[config.mk]
export PLATFORM = sky130hd
export DESIGN_NAME = multiplexer
export DESIGN_NICKNAME = d
export VERILOG_FILES = /design/src/rtl/multiplexer.sv
export SDC_FILE = /design/constraint.sdc
export NUM_CORES = 1
export LEC_CHECK = 0
export ABC_AREA = 1
export CAP_MARGIN = 0
export CELL_PAD_IN_SITES_DETAIL_PLACEMENT = 1
export CELL_PAD_IN_SITES_GLOBAL_PLACEMENT = 1
export CORE_AREA = 2 2 39 41
export DETAILED_ROUTE_END_ITERATION = 10
export DIE_AREA = 0 0 41 43
export PLACE_DENSITY = 0.67
export SYNTH_ARGS = -nofsm -noshare
export SYNTH_HDL_FRONTEND = slang
export SYNTH_SLANG_ARGS = --single-unit
[constraint.sdc]
create_clock -name clk -period 0.8 [get_ports clk]
set_input_delay 0.2 -clock clk [delete_from_list [all_inputs] [get_ports clk]]
set_output_delay 0.2 -clock clk [all_outputs]
set_load 0.05 [all_outputs]
[src/rtl/multiplexer.sv]
// Purpose: four-input WIDTH-bit selector with a combinational copy (Y) and a registered copy (X, X_valid).
// Latency: Y is 0 cycles (combinational); X and X_valid update 1 cycle after an enabled edge.
// Backpressure: none; every enabled edge captures a new value, en=0 holds the register.
//
// Ports:
//   clk      rising-edge clock
//   rst      synchronous active-high reset; clears X and X_valid, overrides en
//   en       capture enable for the output register
//   A..D     data sources 0..3, WIDTH bits each
//   SEL      source select: 00->A, 01->B, 10->C, 11->D
//   X        registered selected value
//   X_valid  high once X holds a captured value since the last reset
//   Y        combinational selected value, never reset
module multiplexer #(
    parameter int WIDTH = 2
) (
    input  logic             clk,
    input  logic             rst,
    input  logic             en,
    input  logic [WIDTH-1:0] A,
    input  logic [WIDTH-1:0] B,
    input  logic [WIDTH-1:0] C,
    input  logic [WIDTH-1:0] D,
    input  logic [1:0]       SEL,
    output logic [WIDTH-1:0] X,
    output logic             X_valid,
    output logic [WIDTH-1:0] Y
);

    logic [WIDTH-1:0] sel_val;

    // The default arm is reachable only with X/Z on SEL; it propagates
    // unknowns in simulation and is a don't-care for synthesis.
    always_comb begin
        sel_val = {WIDTH{1'bx}};
        case (SEL)
            2'b00:   sel_val = A;
            2'b01:   sel_val = B;
            2'b10:   sel_val = C;
            2'b11:   sel_val = D;
            default: sel_val = {WIDTH{1'bx}};
        endcase
    end

    assign Y = sel_val;

    always_ff @(posedge clk) begin
        if (rst) begin
            X       <= '0;
            X_valid <= 1'b0;
        end else if (en) begin
            X       <= sel_val;
            X_valid <= 1'b1;
        end
    end

endmodule

==> results.cfg, run 1 <==
[global_routing]
grt_overflow = 0
antenna_found_initial = 0
grt_pass1_vias = 279
grt_pass1_wl_um = 1035
grt.total_usage_pct = 8.617
grt_max_degree = 7

[drt]
wl_per_cell_um = 8.918
first_pass_iters = 1
drtIter0Drc = 0
antenna_left = 0
dr_total_vias = 271
drc = 0
totalWireLength_um = 651
vias_per_cell = 3.712

[floorplan]
ios = 18
die_x_um = 41
core-area_um2 = 1384
rows = 14
dieArea_um2 = 1763
die_h_um = 43
initial_utilization_pct = 13.47

[cts]
path_clk_slew_ns = 0.04
cts.sinks = 3
cts_root_buf = clkbuf_4
clock_path_buffers = 2
numCtsBuffers = 3
htreeDepth = 1
cts_tree = built
worst_skew_pair.late_latency_ns = 0.23

[worst_setup_path]
crit_slowest_cell = buf_12
worst_setup_path_end_kind = output pin
crit_family = buffers and inverters
crit_chain = buf_8 > nor2_4 > nand2_2 > nand3_2 > clkinvlp_4 > buf_12
critPathRequiredTime_ns = 0.60
startpoint_type = primary input
critPathKind = in -> out
cp_data_arrival_time_ns = 0.82
critPathMaxStageDelay_ns = 0.15
crit_buf_inv = 3
worstPathMaxFanout = 5

[cells_and_area]
fill_cells = 179
fin_nets = 71
fin_util_pct = 36.35
antenna_cells = 0
drive_above_1_share_pct = 59.65
syn2layout_area_growth_pct = 169.8
stdcell_area_um2 = 503.0

[placed_design]
gp_congestion = 0.6682
hpwl_um = 508.3
port_buffers = 17
placed_cell_area_um2 = 459.2

[timing]
hold_viol = 0
whs_ns = 0.2034
tns_ns = -0.8535
clock-skew-final_ns = 0
relSlewSlack_pct = 86.39
finalWorstSetupSlack_ns = -0.2204
setup_violations = 6
max_freq_mhz = 980.0
slew_viol_final = 0
worst_slew_pin_slew_ns = 0.2041
rsz0062_at_grt = true
fin_crit_sh_pct = 127.5
finalCriticalPeriod_ns = 1.020

[power]
power_density_nw_per_um2 = 1514
p_leak_nw = 0.2604
ir_drop_uv = 878.0
totalPowerFinal_uw = 761.3

[yosys]
yosysUniqueCellTypes = 10
ys.warnings.count = 0
ys_seq_elements = 3
netlist_area_um2 = 186.4
syn_inst = 32
syn-mean-instance-area_um2 = 5.826
syn_nets = 45
synth_seq_area_share_pct = 32.21

[outcome]
status = complete, but fails checks
violations = negative setup slack

[flow_run]
max-cap-violations = 0

[min_path]
hold_class = in -> reg
==> what timing repair did <==
action	4_1_cts	5_1_grt
setup buffers	2	0
resized for setup	38	6
hold buffers	0	0
pin swaps	13	7
gates cloned	0	0
setup endpoints to repair	7	7
==> layout by cell type (no fill, tap or decap), types with 2 or more instances in the layout <==
cell           netlist  routed
inv_2                1       2
nand3_1              5       3
buf_4                0       4
nand3_2              0       2
buf_12               0       6
dfxtp_2              0       3
nor2_2               1       2
buf_2                0       5
clkbuf_4             0       3
nor2_1               6       4
inv_1                5       3
nand2_2              0       3
dlygate4sd2_1        0       2
nand2_1              8       5
==> cells in the mapped netlist <==
| cell | number | area, um2 |
|---|---|---|
| inv_1 | 5 | 18.77 |
| nand3b_1 | 1 | 7.510 |
| nand3_1 | 5 | 25.02 |
| inv_2 | 1 | 3.750 |
| a21oi_1 | 1 | 5.000 |
| dfxtp_1 | 3 | 60.06 |
| nor2_2 | 1 | 6.260 |
| nor2_1 | 6 | 22.52 |
| nand2_1 | 8 | 30.03 |
| o21bai_1 | 1 | 7.510 |
==> metrics by stage <==
step | instances | setup slack, ns
floorplan | 32 | -0.08686
global placement | 67 | -0.7299
detailed placement | 67 | -0.7480
CTS | 73 | -0.2389
global route | 73 | -0.2564
finish | 73 | -0.2204
==> registers in the layout, summed over array words and instances, names as in the netlist <==
signal / cells
X_valid: 1
X: 2
==> cell families (layout without fill, tap and decap cells) <==
| logic type | Yosys count | after routing | synth area share (%) |
|---|---|---|---|
| buf+inv | 6 | 31 | 12.08 |
| compound gates | 2 | 2 | 6.710 |
| flops | 3 | 3 | 32.22 |
| simple gates | 21 | 21 | 48.99 |
==> power by group <==
| group | internal, mW | switching (mW) |
|---|---|---|
| Sequential | 0.165 | 0.0118 |
| Combinational | 0.167 | 0.156 |
| Clock | 0.187 | 0.0758 |
==> worst paths after layout <==
kind	cells past startpoint	slack, ns	to	from
setup / recovery	6	-0.22	Y[0]	SEL[1]
hold / removal	2	0.20	X_valid	rst
setup reg to reg	4	0.14	X[1]	X[1]
hold reg to reg	2	0.50	X_valid	X_valid
==> cell type report <==
cell class	instances	area, um2	area share (%)
clock buffer	4	26.28	5.224
multi-input combinational	23	131.4	26.12
inverter	6	26.28	5.224
sequential	3	63.81	12.69
tap	16	20.02	3.980
timing repair buffer	21	235.2	46.77
==> layer usage <==
| metal | vias up | share of wire (%) | global-route usage [%] |
|---|---|---|---|
| met5 | - | 0 | 0 |
| met4 | 0 | 0 | 4.000 |
| met3 | 0 | 4.1 | 1.571 |
| met2 | 5 | 52 | 13.75 |
| met1 | 119 | 43 | 10.54 |
| li1 | 147 | - | - |
(Power assumes the default switching activity.)
==> run 2: changes to the inputs <==
clock period = 1.1 ns   (was 0.8 ns; I/O delays follow)
==> run 2 against run 1 <==
  * The flow still finishes with violations (negative setup slack)
  * Routed wire length grew 34%
  * Worst setup slack better by 0.18 ns
  * Clock power is 25% lower
  * Power shrank 21%
  * Critical endpoint unchanged
  * Largest power group unchanged
==> results.cfg, run 2 (synthesis gave the netlist of run 1 again) <==
[drt]
first_pass_iters = 1
totalWireLength_um = 871
dr_total_vias = 307
wl_per_cell_um = 11.46
drc = 0
antenna_left = 0
vias_per_cell = 4.039
drtIter0Drc = 0

[cts]
path_clk_slew_ns = 0.04
numCtsBuffers = 3
cts_tree = built
cts_root_buf = clkbuf_4
htreeDepth = 1
clock_path_buffers = 2
cts.sinks = 3
worst_skew_pair.late_latency_ns = 0.23
cts_hold_buf = 0

[timing]
slew_viol_final = 0
fin_crit_sh_pct = 103.9
worst_slew_pin_slew_ns = 0.2013
clock-skew-final_ns = 0
hold_viol = 0
max_freq_mhz = 875.3
setup_violations = 2
finalWorstSetupSlack_ns = -0.04244
relSlewSlack_pct = 86.54
rsz0062_at_grt = true
finalCriticalPeriod_ns = 1.142

[worst_setup_path]
crit_slowest_cell = clkdlybuf4s15_1
crit_top_cell = nand3_2
critPathKind = in -> out
critPathMaxStageDelay_ns = 0.16
critPathRequiredTime_ns = 0.82
cp_data_arrival_time_ns = 0.87
startpoint_type = primary input
worstPathMaxFanout = 2
crit_chain = clkdlybuf4s15_1 > nand2_1 > nand3_2 > nand3_2 > inv_2 > buf_12
worst_setup_path_end_kind = output pin

[cells_and_area]
largestRegisters = X: 2 flops, X_valid: 1 flops
fin_util_pct = 42.50
syn2layout_area_growth_pct = 215.4
antenna_cells = 0
fin_nets = 74
drive_above_1_share_pct = 66.67
largest_register_ffs = 2
mostFrequentLayoutCells = buf_12 (7), buf_4 (7), nor2_1 (4), buf_2 (4)
fill_cells = 167
largest_register = X

[placed_design]
hpwl_um = 578.3
pre_cts_ws_ns = -0.5664
gp_congestion = 0.5642
port_buffers = 17

[floorplan]
ios = 18
core-area_um2 = 1384
die_h_um = 43
initial_utilization_pct = 13.47
dieArea_um2 = 1763
die_x_um = 41
rows = 14

[power]
ir_drop_uv = 302.0
power_density_nw_per_um2 = 1025
p_leak_nw = 0.2817

[min_path]
hold_class = reg -> reg

[flow_run]
max-cap-violations = 0

[global_routing]
grt_pass1_vias = 329
grt.total_usage_pct = 11.22
grt_pass1_wl_um = 1283
grt_overflow = 0
grt_max_degree = 7
antenna_found_initial = 0

[outcome]
status = complete, but fails checks
violations = negative setup slack
## run 2: path summary, 6_finish.rpt
| path | to | from | cells past startpoint | slack [ns] |
|---|---|---|---|---|
| setup / recovery | Y[0] | D[0] | 6 | -0.04 |
| setup reg to reg | X[1] | X[1] | 4 | 0.40 |
| hold reg to reg | X_valid | X_valid | 2 | 0.52 |
| hold / removal | X_valid | X_valid | 2 | 0.52 |
## run 2: where the power goes
part	switching, mW	internal [mW]	total [mW]
registers	0.00928	0.118	0.127
clock network	0.0601	0.136	0.196
logic	0.134	0.145	0.279
total	0.204	0.399	0.603
## run 2: final cells by class
cell class	count	area [um2]	area share, %
Clock buffer	4	26.28	4.468
Tap cell	16	20.02	3.404
Inverter	6	35.03	5.957
Multi-Input combinational cell	23	185.2	31.49
Sequential cell	3	60.06	10.21
Timing Repair Buffer	24	261.5	44.47
## run 2: stage by stage
stage	hold WS, ns	TNS [ns]	std cells	power (mW)	cell area, um2
2_1_floorplan	0.3474	0	32	0.2142	188.9
3_3_place_gp	0.4949	-1.870	68	0.3522	451.7
3_5_place_dp	0.5317	-1.922	68	0.3559	451.7
4_1_cts	0.5351	-0.06917	76	0.5887	543.0
5_1_grt	0.5859	-0.1661	76	0.6386	588.1
6_report	0.5244	-0.06051	76	0.6025	588.1
## run 2: critical path, delay by kind of cell
family,cells,cell delay (ns)
buffers and inverters,3,0.37
AND/OR/NAND/NOR,3,0.23
## run 2: timing repair
| action | in CTS | in global routing |
|---|---|---|
| pin swaps | 10 | 10 |
| gates resized for setup | 47 | 16 |
| endpoints found under the setup margin | 4 | 3 |
| setup buffers | 4 | 0 |
## run 2: routing by layer
metal  global-route usage (%)  wire (um)  up-vias
met3                    1.571         19        0
met1                    10.22        292      146
li1                         -          -      157
met4                    10.00          0        0
met5                        0          0        -
met2                    19.38        559        4
